--- config.mk ---
export PLATFORM = sky130hd
export DESIGN_NAME = lcd_nibble_sequencer
export DESIGN_NICKNAME = d
export VERILOG_FILES = /design/src/rtl/lcd_nibble_sequencer.sv
export SDC_FILE = /design/constraint.sdc
export NUM_CORES = 1
export LEC_CHECK = 0
export BUFFER_PORTS_ARGS = -buffer_cell sky130_fd_sc_hd__buf_4
export CORE_ASPECT_RATIO = 0.6
export CORE_UTILIZATION = 50
export CTS_BUF_LIST = sky130_fd_sc_hd__clkbuf_4 sky130_fd_sc_hd__clkbuf_8 sky130_fd_sc_hd__clkbuf_16
export DETAILED_ROUTE_END_ITERATION = 10
export PLACE_DENSITY_LB_ADDON = 0.1
export SYNTH_ARGS = -nofsm -noshare
export SYNTH_HDL_FRONTEND = slang
export SYNTH_SLANG_ARGS = --single-unit
--- constraint.sdc ---
create_clock -name Clock -period 2.99 [get_ports Clock]
set_input_delay 0.1495 -clock Clock [delete_from_list [all_inputs] [get_ports Clock]]
set_output_delay 0.1495 -clock Clock [all_outputs]
set_load 0.02 [all_outputs]
--- src/rtl/lcd_nibble_sequencer.sv ---
// 4-bit HD44780-style LCD write sequencer: power-on init (3,3,3,2) then
// one E strobe per accepted nibble, with a per-nibble settle wait afterwards.
//
// state      | meaning
// POR_WAIT   | power-on delay before any LCD access
// INIT_SETUP | init nibble on DB/RS, E low
// INIT_EN    | init nibble, E high
// INIT_HOLD  | init nibble, E low, data held
// INIT_WAIT  | per-step init settle time
// IDLE       | ready, accepts one write request
// SETUP      | user nibble on DB/RS, E low
// ENABLE     | user nibble, E high
// HOLD       | user nibble, E low, data held
// WAIT       | gap / command / clear settle time, then phase toggles
module lcd_nibble_sequencer #(
    parameter int unsigned T_POR   = 750000,
    parameter int unsigned T_INIT1 = 205000,
    parameter int unsigned T_INIT2 = 5000,
    parameter int unsigned T_INIT3 = 2000,
    parameter int unsigned T_SETUP = 2,
    parameter int unsigned T_EN    = 12,
    parameter int unsigned T_HOLD  = 1,
    parameter int unsigned T_GAP   = 50,
    parameter int unsigned T_CMD   = 2000,
    parameter int unsigned T_CLEAR = 82000,
    parameter int unsigned CNT_W   = 20
) (
    input  logic       Clock,
    input  logic       Reset,
    input  logic [3:0] iLCD_data,
    input  logic       iLCD_rs,
    input  logic       iLCD_writeEN,
    output logic       oLCD_response,
    output logic [3:0] oLCD_Data,
    output logic       oLCD_Enabled,
    output logic       oLCD_RegisterSelect,
    output logic       oLCD_ReadWrite,
    output logic       oLCD_StrataFlashControl
);

    typedef enum logic [3:0] {
        POR_WAIT,
        INIT_SETUP,
        INIT_EN,
        INIT_HOLD,
        INIT_WAIT,
        IDLE,
        SETUP,
        ENABLE,
        HOLD,
        WAIT
    } state_t;

    // A state lasting T cycles loads T-1; zero-length states still take one cycle.
    function automatic logic [CNT_W-1:0] ld(input int unsigned t);
        if (t == 0) return '0;
        return CNT_W'(t - 1);
    endfunction

    function automatic logic [CNT_W-1:0] init_wait(input logic [1:0] step);
        case (step)
            2'd0:    return ld(T_INIT1);
            2'd1:    return ld(T_INIT2);
            default: return ld(T_INIT3);
        endcase
    endfunction

    state_t           state_q, state_d;
    logic [CNT_W-1:0] cnt_q, cnt_d;
    logic [1:0]       step_q, step_d;
    logic             phase_low_q, phase_low_d;
    logic [3:0]       data_q, data_d;
    logic             rs_q, rs_d;
    logic [3:0]       hi_nib_q, hi_nib_d;
    logic             hi_rs_q, hi_rs_d;
    logic             e_q, e_d;
    logic             busy_q, busy_d;

    logic cnt_done;
    logic is_clear;

    assign cnt_done = (cnt_q == '0);
    assign is_clear = !hi_rs_q && !rs_q &&
                      (({hi_nib_q, data_q} == 8'h01) || ({hi_nib_q, data_q} == 8'h02));

    always_comb begin
        state_d     = state_q;
        cnt_d       = cnt_done ? cnt_q : cnt_q - 1'b1;
        step_d      = step_q;
        phase_low_d = phase_low_q;
        data_d      = data_q;
        rs_d        = rs_q;
        hi_nib_d    = hi_nib_q;
        hi_rs_d     = hi_rs_q;

        case (state_q)
            POR_WAIT: begin
                if (cnt_done) begin
                    state_d = INIT_SETUP;
                    cnt_d   = ld(T_SETUP);
                    step_d  = 2'd0;
                    data_d  = 4'h3;
                    rs_d    = 1'b0;
                end
            end
            INIT_SETUP: begin
                if (cnt_done) begin
                    state_d = INIT_EN;
                    cnt_d   = ld(T_EN);
                end
            end
            INIT_EN: begin
                if (cnt_done) begin
                    state_d = INIT_HOLD;
                    cnt_d   = ld(T_HOLD);
                end
            end
            INIT_HOLD: begin
                if (cnt_done) begin
                    state_d = INIT_WAIT;
                    cnt_d   = init_wait(step_q);
                end
            end
            INIT_WAIT: begin
                if (cnt_done) begin
                    if (step_q == 2'd3) begin
                        state_d     = IDLE;
                        phase_low_d = 1'b0;
                    end else begin
                        state_d = INIT_SETUP;
                        cnt_d   = ld(T_SETUP);
                        step_d  = step_q + 2'd1;
                        data_d  = (step_q == 2'd2) ? 4'h2 : 4'h3;
                        rs_d    = 1'b0;
                    end
                end
            end
            IDLE: begin
                if (iLCD_writeEN) begin
                    state_d = SETUP;
                    cnt_d   = ld(T_SETUP);
                    data_d  = iLCD_data;
                    rs_d    = iLCD_rs;
                end
            end
            SETUP: begin
                if (cnt_done) begin
                    state_d = ENABLE;
                    cnt_d   = ld(T_EN);
                end
            end
            ENABLE: begin
                if (cnt_done) begin
                    state_d = HOLD;
                    cnt_d   = ld(T_HOLD);
                end
            end
            HOLD: begin
                if (cnt_done) begin
                    state_d = WAIT;
                    if (!phase_low_q) begin
                        cnt_d    = ld(T_GAP);
                        hi_nib_d = data_q;
                        hi_rs_d  = rs_q;
                    end else if (is_clear) begin
                        cnt_d = ld(T_CLEAR);
                    end else begin
                        cnt_d = ld(T_CMD);
                    end
                end
            end
            WAIT: begin
                if (cnt_done) begin
                    state_d     = IDLE;
                    phase_low_d = !phase_low_q;
                end
            end
            default: begin
                state_d = POR_WAIT;
                cnt_d   = ld(T_POR);
            end
        endcase

        // E and busy are registered so the LCD strobe never sees decode glitches.
        e_d    = (state_d == INIT_EN) || (state_d == ENABLE);
        busy_d = (state_d != IDLE);
    end

    always_ff @(posedge Clock) begin
        if (Reset) begin
            state_q     <= POR_WAIT;
            cnt_q       <= ld(T_POR);
            step_q      <= 2'd0;
            phase_low_q <= 1'b0;
            data_q      <= 4'h0;
            rs_q        <= 1'b0;
            hi_nib_q    <= 4'h0;
            hi_rs_q     <= 1'b0;
            e_q         <= 1'b0;
            busy_q      <= 1'b1;
        end else begin
            state_q     <= state_d;
            cnt_q       <= cnt_d;
            step_q      <= step_d;
            phase_low_q <= phase_low_d;
            data_q      <= data_d;
            rs_q        <= rs_d;
            hi_nib_q    <= hi_nib_d;
            hi_rs_q     <= hi_rs_d;
            e_q         <= e_d;
            busy_q      <= busy_d;
        end
    end

    assign oLCD_response           = busy_q;
    assign oLCD_Data               = data_q;
    assign oLCD_Enabled            = e_q;
    assign oLCD_RegisterSelect     = rs_q;
    assign oLCD_ReadWrite          = 1'b0;
    assign oLCD_StrataFlashControl = 1'b1;

endmodule

==> qor.yml, run 1 <==
status: "finished, final reports clean"
grt_pass1_vias: 2102
drive_gt1_share_pct: 13.8
drtAntennaViolNets: 0
synthTopCellsByCount: "dfxtp_1, nand2_1, nor2_1, a21oi_1, nor3_1"
synth_most_common_cell: "dfxtp_1"
path_cells: "or4_4 > nor3_2 > nand4_1 > ha_1 > a21o_1 > a222oi_1 > o22ai_1 > nand3_1"
remaining_drc_errors: 0
finalSetupTns_ns: 0
via_per_inst: 6.14
core_area_mm2: 0.00478
synth_seq_area_share_pct: 30.0
post_cts_resized: 0
fin_skew_ns: 0.00686
final_cell_area_mm2: 0.00286
synth_top_area_share_pct: 30.0
dr.first_iter.drc_count: 313
fin_crit_sh_pct: 83.3
power_leakage_nw: 1.02
clk_transition_reported_paths_ns: 0.08
yosys_warnings: 0
syn_nets: 347
grt_pass1_wl_mm: 11.4
rr_endpoint: "cnt_q[0]"
area_growth_pct: 9.66
cts_tree: "done"
io_buffer_count: 14
fp.dieH_um: 57.9
die_area_mm2: 0.00551
num_antenna_cells: 0
reg2reg_depth: 8
grt_use_total_pct: 28.2
synth_flop_cell: "dfxtp_1"
clkSinkCount: 39
holdCritStartpoint: "iLCD_data[1]"
finalHoldViolCount: 0
worstHoldEndpoint: "oLCD_Data[1]"
vias: 2474
fin_ws_ns: 0.498
path_buf_inv: 0
synthCells: 329
fin_crit_ns: 2.49
crit_family: "simple AND/OR/NAND/NOR gates"
maxCapViolations: 0
gp_congestion: 0.933
end_kind: "flop"
die_width_um: 95.2
final_nets: 357
r2r_slack_ns: 0.50
slowest_stage: "or4_4"
clock-root-buffer: "clkbuf_8"
report.final.setup_viol: 0
clock_latency_ns: 0.30
dp_hpwl_mm: 5.38
dp_slack_ns: 0.546
power_density_mw_per_mm2: 336
rr_startpoint: "cnt_q[2]"
postSynth.asyncResetShare_pct: 0
ys_types: 64
syn_area_mm2: 0.00260
synth_largest_area_cell: "dfxtp_1"
drt-total-wl_mm: 7.06
peakVddDrop_v: 0.000247
worstPathRequired_ns: 3.24
initial_core_util_pct: 54.5
antenna_found_initial: 0
syn_area_per_cell_um2: 7.91
cts_buffer_depth: 2
tightestPinTransition_ns: 0.838
hold_path_class: "primary input to flop"
cts_hold_buf: 0
synthTopCellsByArea: "dfxtp_1, ha_1, nand2_1"
h-tree-depth: 2
drt-wirelength-per-cell_um: 17.5
grt_max_degree: 22
place_area_mm2: 0.00276
rsz0062_at_grt: "false"
max_slew_margin_pct: 43.6
rows: 19
grt_overflow: 0
drt_pass1_iterations: 5
synth_edf_count: 0
worstHoldPathCells: 3
holdWs_ns: 0.106
worst-path-max-fanout: 6
cp-start-kind: "flop"
critPathMaxStageDelay_ns: 0.56
ioPinCount: 17
max_freq_mhz: 401
numCtsBuffers: 5
crit_type: "flop to flop"
worst_ep_arrival_time_ns: 2.74
synth_seq_cells: 39
post_cts_buffers: 0
slew_violations: 0
==> where the power goes <==
group          total [mW]  switching [mW]  internal (mW)
Clock               0.389           0.201          0.188
Combinational      0.0417          0.0255         0.0162
Sequential          0.528         0.00531          0.522
==> cell usage in the layout (no fill, tap or decap), types with 7 or more instances in the layout <==
master / count
a21oi_1: 24
nor4_1: 8
nand2_1: 33
dfxtp_1: 39
o21ai_0: 8
nand3_1: 15
nor2_1: 32
xnor2_1: 9
inv_1: 13
buf_4: 21
nor3_1: 16
a21o_1: 7
ha_1: 10
==> final cells by class <==
type | count | area (um^2)
flip-flops and latches | 39 | 781
fillers | 432 | 1920
clock buffers | 6 | 82.6
clock inverters | 2 | 16.3
inverters | 13 | 48.8
repair buffers | 21 | 158
multi-input cells | 259 | 1690
well taps | 63 | 78.8
==> sequential cells by signal, summed over array words and instances (netlist names) <==
signal	flops
cnt_q	20
hi_nib_q	4
oLCD_Data	4
state_q	4
step_q	2
hi_rs_q	1
oLCD_Enabled	1
oLCD_RegisterSelect	1
oLCD_response	1
phase_low_q	1
==> kinds of logic after synthesis <==
kind of cell	after synthesis	share of synthesized area (%)
other	2	0.288
XOR/XNOR	15	5.05
adder cells (fa/ha/maj)	10	4.81
flip-flops	39	30.0
AND/OR/NAND/NOR	147	31.8
multiplexers	3	1.15
AO/OA/AOI/OAI	82	21.8
buffers and inverters	31	5.09
==> how the worst max path moves through the flow <==
stage / startpoint / slack (ns) / cells past startpoint / endpoint
floorplan: cnt_q[2] / 0.78 / 8 / cnt_q[0]
global placement: cnt_q[2] / 0.67 / 8 / cnt_q[0]
detailed placement: cnt_q[2] / 0.55 / 8 / cnt_q[0]
CTS: cnt_q[2] / 0.52 / 8 / cnt_q[0]
global route: cnt_q[2] / 0.36 / 8 / cnt_q[0]
finish: cnt_q[2] / 0.50 / 8 / cnt_q[0]
==> metrics by stage <==
stage | power (mW) | std cells | utilization [%]
floorplan | 0.566 | 329 | -
global placement | 0.581 | 395 | 57.7
detailed placement | 0.580 | 395 | 57.7
CTS | 0.966 | 403 | 59.8
global route | 0.997 | 403 | 59.8
finish | 0.959 | 403 | 59.8
==> per-layer routing <==
layer | GRT usage, % | routed length, um | vias to the layer above
li1 | - | - | 1207
met4 | 9.31 | 113 | 0
met1 | 46.0 | 3610 | 1117
met3 | 8.27 | 824 | 11
met5 | 0 | 0 | -
met2 | 33.1 | 2510 | 139
==> worst reg2reg max path, cell delays in order (launching register included) <==
cell,delay [ns]
dfxtp_1,0.37
or4_4,0.56
nor3_2,0.31
nand4_1,0.25
ha_1,0.29
a21o_1,0.18
a222oi_1,0.26
o22ai_1,0.13
nand3_1,0.09
Note: power is estimated with default switching activity, not from simulation.
==> inputs of run 2 (changes only) <==
ABC_AREA = 1   (was unset)
clock period = 2.13 ns   (was 2.99 ns; I/O delays follow)
==> run 2 against run 1 <==
Effect of this change: cell area grew 12%; global-route usage grew 1.1 points; area after synthesis grew 7.1%; critical path type unchanged; routed wire length grew 14%; cell count grew 36%; utilization grew 1.6 points; highest routed layer unchanged.
==> qor.yml, run 2 <==
num_antenna_cells: 0  # unchanged
peakVddDrop_v: 0.000287  # +16%
yosys.area_share.adder_pct: 4.49  # -0.32 points
fin_crit_sh_pct: 96.5  # +13 points
area_growth_pct: 14.5
holdCritStartpoint: "Reset"
die_area_mm2: 0.00589  # +6.9%
synth_top_family_by_area: "simple AND/OR/NAND/NOR gates"
final_cell_mix: "nand2_1, nor2_1, inv_1"
finalSetupTns_ns: 0  # unchanged
top_register: "cnt_q"
maxCapViolations: 0  # unchanged
power_density_mw_per_mm2: 463  # +38%
r2r_slack_ns: 0.08  # -0.42 ns
synthTopCellsByCount: "nand2_1, nor2_1, inv_1, dfxtp_1, nand3_1"
dp_slack_ns: 0.0500  # -0.496 ns
via_per_inst: 5.41  # -12%
syn_area_per_cell_um2: 6.21  # -22%
ys_types: 38  # -41%
synthMuxAreaShare_pct: 0  # -1.2 points
drt_pass1_iterations: 7  # +2
grt_pass1_vias: 2506  # +19%
cts_buffer_depth: 2  # unchanged
fin_ws_ns: 0.0751  # -0.423 ns
status: "finished, final reports clean"
grt_pass1_wl_mm: 13.0  # +14%
rr_startpoint: "cnt_q[0]"
report.final.setup_viol: 0  # unchanged
power_leakage_nw: 1.51  # +48%
synth_most_common_cell: "nand2_1"
initial_core_util_pct: 53.6  # -0.91 points
reg2reg_depth: 10  # +2
cts_tree: "done"
remaining_drc_errors: 0  # unchanged
numCtsBuffers: 5  # unchanged
slew_violations: 0  # unchanged
gp_congestion: 1.02  # +9.0%
fin_crit_ns: 2.05  # -0.437 ns
critPathMaxStageDelay_ns: 0.34  # -0.22 ns
finalHoldViolCount: 0  # unchanged
cp-start-kind: "flop"
worst-path-max-fanout: 13  # +7
final_nets: 499  # +40%
dp_hpwl_mm: 6.35  # +18%
yosys_warnings: 0  # unchanged
drt-total-wl_mm: 8.03  # +14%
synth_seq_cells: 39  # unchanged
fp.dieH_um: 59.9  # +3.4%
synth_edf_count: 0  # unchanged
clkSinkCount: 39  # unchanged
rr_endpoint: "cnt_q[10]"
h-tree-depth: 2  # unchanged
clock_latency_ns: 0.30  # about the same
crit_family: "simple AND/OR/NAND/NOR gates"
synthCells: 449  # +36%
core_area_mm2: 0.00520  # +8.9%
largest_reg_flops: 20  # unchanged
postSynth.asyncResetShare_pct: 0  # unchanged
vias: 2966  # +20%
holdWs_ns: 0.0760  # -0.0296 ns
worstPathRequired_ns: 2.33  # -0.91 ns
syn_area_mm2: 0.00279  # +7.1%
synth_largest_area_cell: "dfxtp_1"
synth_flop_cell: "dfxtp_1"
synthTopCellsByArea: "dfxtp_1, nand2_1, nor2_1"
worst_ep_arrival_time_ns: 2.26  # -0.48 ns
antenna_found_initial: 0  # unchanged
clk_transition_reported_paths_ns: 0.09  # about the same
grt_overflow: 0  # unchanged
synth_compound_area_share_pct: 12.7  # -9.2 points
ioPinCount: 17  # unchanged
hold_path_class: "primary input to flop"
end_kind: "flop"
worstHoldEndpoint: "oLCD_RegisterSelect"
path_cells: "inv_1 > ha_1 > nand2_1 > nor2_1 > nand3_4 > buf_4 > o21ai_0 > nand3_1 > nand2_1 > inv_1"
cts_hold_buf: 0  # unchanged
final_common_cell: "nand2_1"
clock-root-buffer: "clkbuf_8"
crit_type: "flop to flop"
syn_nets: 467  # +35%
io_buffer_count: 14  # unchanged
grt_max_degree: 17  # -23%
synth_xor_area_share_pct: 3.14  # -1.9 points
rows: 20  # +1
path_buf_inv: 3  # +3
synth_top_area_share_pct: 28.0  # -2.0 points
fin_skew_ns: 0.00936  # +0.00250 ns
slowest_stage: "dfxtp_1"
max_freq_mhz: 487  # +21%
die_width_um: 98.4  # +3.4%
drt-wirelength-per-cell_um: 14.6  # -16%
dr.first_iter.drc_count: 278  # -11%
drtAntennaViolNets: 0  # unchanged
drive_gt1_share_pct: 14.7  # +0.91 points
synthSimpleGateAreaFrac_pct: 41.0  # +9.1 points
worstHoldPathCells: 2  # -1
fillers: 500  # +16%
grt_use_total_pct: 29.3  # +1.1 points
synth_seq_area_share_pct: 28.0  # -2.0 points
==> run 2: changes by cell type in the layout (fill, tap and decap cells not counted), sizes merged, moves of 7 or more <==
cell   delta
nor4     -10
inv      +53
nand4     +9
nand2    +90
buf      +11
o21ai    +11
nor2     +39
xnor2     -8
nand3    +19
nor3     -12
a21o      -7
==> run 2: cells by family after synthesis <==
group                    count (synthesis)
AO/OA/AOI/OAI                           60
XOR/XNOR                                10
adder cells (fa/ha/maj)                 10
buffers and inverters                   72
flip-flops                              39
other                                    2
AND/OR/NAND/NOR                        256
==> run 2: power breakdown <==
group,switching (mW),internal (mW),total (mW)
Combinational,0.0428,0.0257,0.0684
Sequential,0.00410,0.733,0.738
Clock,0.288,0.386,0.673
Total,0.334,1.14,1.48
==> run 2: worst max-delay path by stage <==
stage / from / endpoint / slack [ns] / depth (start not counted)
after global routing: cnt_q[0] / cnt_q[14] / -0.007 / 12
after floorplan: cnt_q[0] / hi_nib_q[3] / 0.42 / 12
after detailed placement: cnt_q[0] / cnt_q[14] / 0.05 / 12
after global placement: cnt_q[0] / cnt_q[14] / 0.09 / 12
final: cnt_q[0] / cnt_q[10] / 0.08 / 10
after CTS: cnt_q[0] / cnt_q[14] / 0.006 / 12
==> run 2: timing repair <==
action / in CTS / in global routing
endpoints found under the setup margin: 0 / 7
resized for setup: 0 / 4
setup buffers: 0 / 1
endpoints found under the hold margin: 0 / 0
==> run 2: layer usage <==
layer  vias to the layer above  global-route usage [%]  wire, um  part of all wire, %
met5                         -                       0         0                    0
met4                         0                    4.90        72                 0.90
met3                        10                    8.30      1070                   13
met2                       175                    37.7      2870                   36
met1                      1290                    46.6      4020                   50
li1                       1491                       -         -                    -
==> run 2: layout make-up <==
cell class                      instances  area [um^2]  area share, %
Multi-Input combinational cell        338         1730           54.0
Timing Repair Buffer                   32          240           7.52
Clock buffer                            6         82.6           2.59
Inverter                               65          244           7.64
Clock inverter                          2         38.8           1.21
Tap cell                               66         82.6           2.59
Sequential cell                        39          781           24.4
==> run 2: worst register-to-register path, cell delays in order (launching register included) <==
cell,delay [ns]
dfxtp_1,0.34
inv_1,0.08
ha_1,0.20
nand2_1,0.07
nor2_1,0.18
nand3_4,0.22
buf_4,0.26
o21ai_0,0.30
nand3_1,0.19
nand2_1,0.09
inv_1,0.04
==> run 2: stage by stage <==
step                      instances  total power [mW]  util [%]  instance area [um^2]
final                           548              1.48      61.4                  3190
after floorplan                 449             0.797         -                  2790
after global routing            548              1.53      61.4                  3190
after CTS                       547              1.49      61.0                  3180
after global placement          539             0.821      58.7                  3060
after detailed placement        539             0.821      58.7                  3060
==> inputs of run 3 (changes only) <==
SETUP_SLACK_MARGIN = 0.2   (was unset)
==> run 3 against run 2 <==
Effect of this change: non-clock buffer count up 11; sequential power about the same; worst hold slack worse by 0.0021 ns; first-iteration DRC count up 18%; highest routed layer unchanged.
==> qor.yml, run 3 (synthesis results as in run 2) <==
grt_pass1_wl_mm: 13.0  # +0.38%
drive_gt1_share_pct: 19.9  # +5.1 points
final_common_cell: "nand2_1"
antenna_found_initial: 0  # unchanged
initial_core_util_pct: 53.6  # unchanged
clock_latency_ns: 0.30  # about the same
io_buffer_count: 14  # unchanged
rows: 20  # unchanged
worst_ep_arrival_time_ns: 2.05  # -0.21 ns
fin_skew_ns: 0.00750  # -0.00186 ns
worstPathRequired_ns: 2.31  # -0.02 ns
cts_hold_buf: 0  # unchanged
maxUsedRoutingLayer: "met4"
r2r_slack_ns: 0.26  # +0.18 ns
rr_endpoint: "cnt_q[14]"
dr.first_iter.drc_count: 328  # +18%
final_nets: 510  # +2.2%
report.final.setup_viol: 0  # unchanged
worstHoldEndpoint: "oLCD_RegisterSelect"
drt-total-wl_mm: 8.47  # +5.5%
layout.cells.non_filler: 559  # +2.0%
fin_crit_ns: 1.87  # -0.182 ns
final_cell_area_mm2: 0.00335  # +4.7%
vias: 3066  # +3.4%
rsz0062_at_grt: "true"
ioPinCount: 17  # unchanged
clock-root-buffer: "clkbuf_8"
max_freq_mhz: 534  # +9.7%
postLayoutCoreUtil_pct: 64.3  # +2.9 points
wl_met3_mm: 1.11  # +3.8%
worst-path-max-fanout: 5  # -8
numCtsBuffers: 5  # unchanged
drt-wirelength-per-cell_um: 15.1  # +3.4%
dp.cells: 539  # unchanged
cts_buffer_depth: 2  # unchanged
holdWs_ns: 0.0739  # -0.00211 ns
hold_path_class: "primary input to flop"
drt_pass1_iterations: 7  # unchanged
gp_congestion: 1.02  # unchanged
dp_hpwl_mm: 6.35  # unchanged
status: "finished, final reports clean"
reg2reg_depth: 12  # +2
wl_met1_mm: 4.14  # +3.0%
top_register: "cnt_q"
finalHoldViolCount: 0  # unchanged
die_area_mm2: 0.00589  # unchanged
worstHoldPathCells: 2  # unchanged
num_antenna_cells: 0  # unchanged
drtAntennaViolNets: 0  # unchanged
via_per_inst: 5.48  # +1.3%
final_cell_mix: "nand2_1, inv_1, nor2_1"
slew_violations: 0  # unchanged
power_density_mw_per_mm2: 447  # -3.5%
end_kind: "flop"
remaining_drc_errors: 0  # unchanged
crit_type: "flop to flop"
met2_length_mm: 3.18  # +11%
grt_overflow: 0  # unchanged
place_area_mm2: 0.00306  # unchanged
clkSinkCount: 39  # unchanged
grt_max_degree: 17  # unchanged
clk_transition_reported_paths_ns: 0.09  # about the same
fp.dieH_um: 59.9  # unchanged
grt_pass1_vias: 2514  # +0.32%
holdCritStartpoint: "Reset"
maxCapViolations: 0  # unchanged
cp-start-kind: "flop"
fin_crit_sh_pct: 87.9  # -8.5 points
rr_startpoint: "cnt_q[0]"
die_width_um: 98.4  # unchanged
core_area_mm2: 0.00520  # unchanged
power_leakage_nw: 1.56  # +3.2%
cts_tree: "done"
area_growth_pct: 20.0
h-tree-depth: 2  # unchanged
largest_reg_flops: 20  # unchanged
peakVddDrop_v: 0.000288  # +0.30%
finalSetupTns_ns: 0  # unchanged
grt_use_total_pct: 29.3  # +0.052 points
## run 3: cell types whose count changed in the layout (fill, tap and decap cells not counted), moves of 3 or more
cell / delta
buf_4: +10
nor2_1: -7
nor2_2: +4
ha_1: -3
nor2_4: +3
## run 3: layer usage
| metal | GRT usage (%) | up-vias |
|---|---|---|
| met4 | 4.90 | 0 |
| met2 | 37.8 | 184 |
| li1 | - | 1516 |
| met3 | 8.30 | 8 |
| met5 | 0 | - |
| met1 | 46.7 | 1358 |
## run 3: layout make-up
class,instances,area [um^2]
inverter,65,244
fill,472,1860
tap,66,82.6
clock buffer,6,82.6
sequential,39,783
multi-input combinational,338,1790
clock inverter,2,38.8
timing repair buffer,43,327
## run 3: metrics by stage
stage / setup WS [ns] / power [mW]
CTS: 0.180 / 1.49
global route: 0.163 / 1.53
floorplan: 0.417 / 0.797
global placement: 0.0877 / 0.821
detailed placement: 0.0500 / 0.821
finish: 0.257 / 1.49
## run 3: critical path: stages (launching register included)
cell and delay (ns):
dfxtp_2 0.34, inv_1 0.08, buf_4 0.16, ha_2 0.25
nand2_2 0.13, nor2_4 0.15, nand3_1 0.08, nand2_1 0.06
nand2_1 0.11, nand2_1 0.11, a21oi_1 0.05, nor2_1 0.12
nand3_1 0.10
## run 3: worst max path at each step
stage	startpoint	endpoint	slack (ns)	cells after the start
2_1_floorplan	cnt_q[0]	hi_nib_q[3]	0.42	12
3_3_place_gp	cnt_q[0]	cnt_q[14]	0.09	12
3_5_place_dp	cnt_q[0]	cnt_q[14]	0.05	12
4_1_cts	cnt_q[0]	cnt_q[14]	0.18	12
5_1_grt	cnt_q[0]	cnt_q[14]	0.16	12
6_report	cnt_q[0]	cnt_q[14]	0.26	12
## run 3: power breakdown
group,switching [mW],internal [mW],leakage (nW)
clock,0.298,0.386,0.0618
sequential,0.00475,0.734,0.316
combinational,0.0449,0.0277,1.18
total,0.347,1.15,1.56
## run 3: timing repair
action                                  CTS  global route
endpoints found under the setup margin    6            37
pin swaps                                 1             7
setup buffers                             0            12
gates resized for setup                   4            22
hold endpoints to repair                  0             0
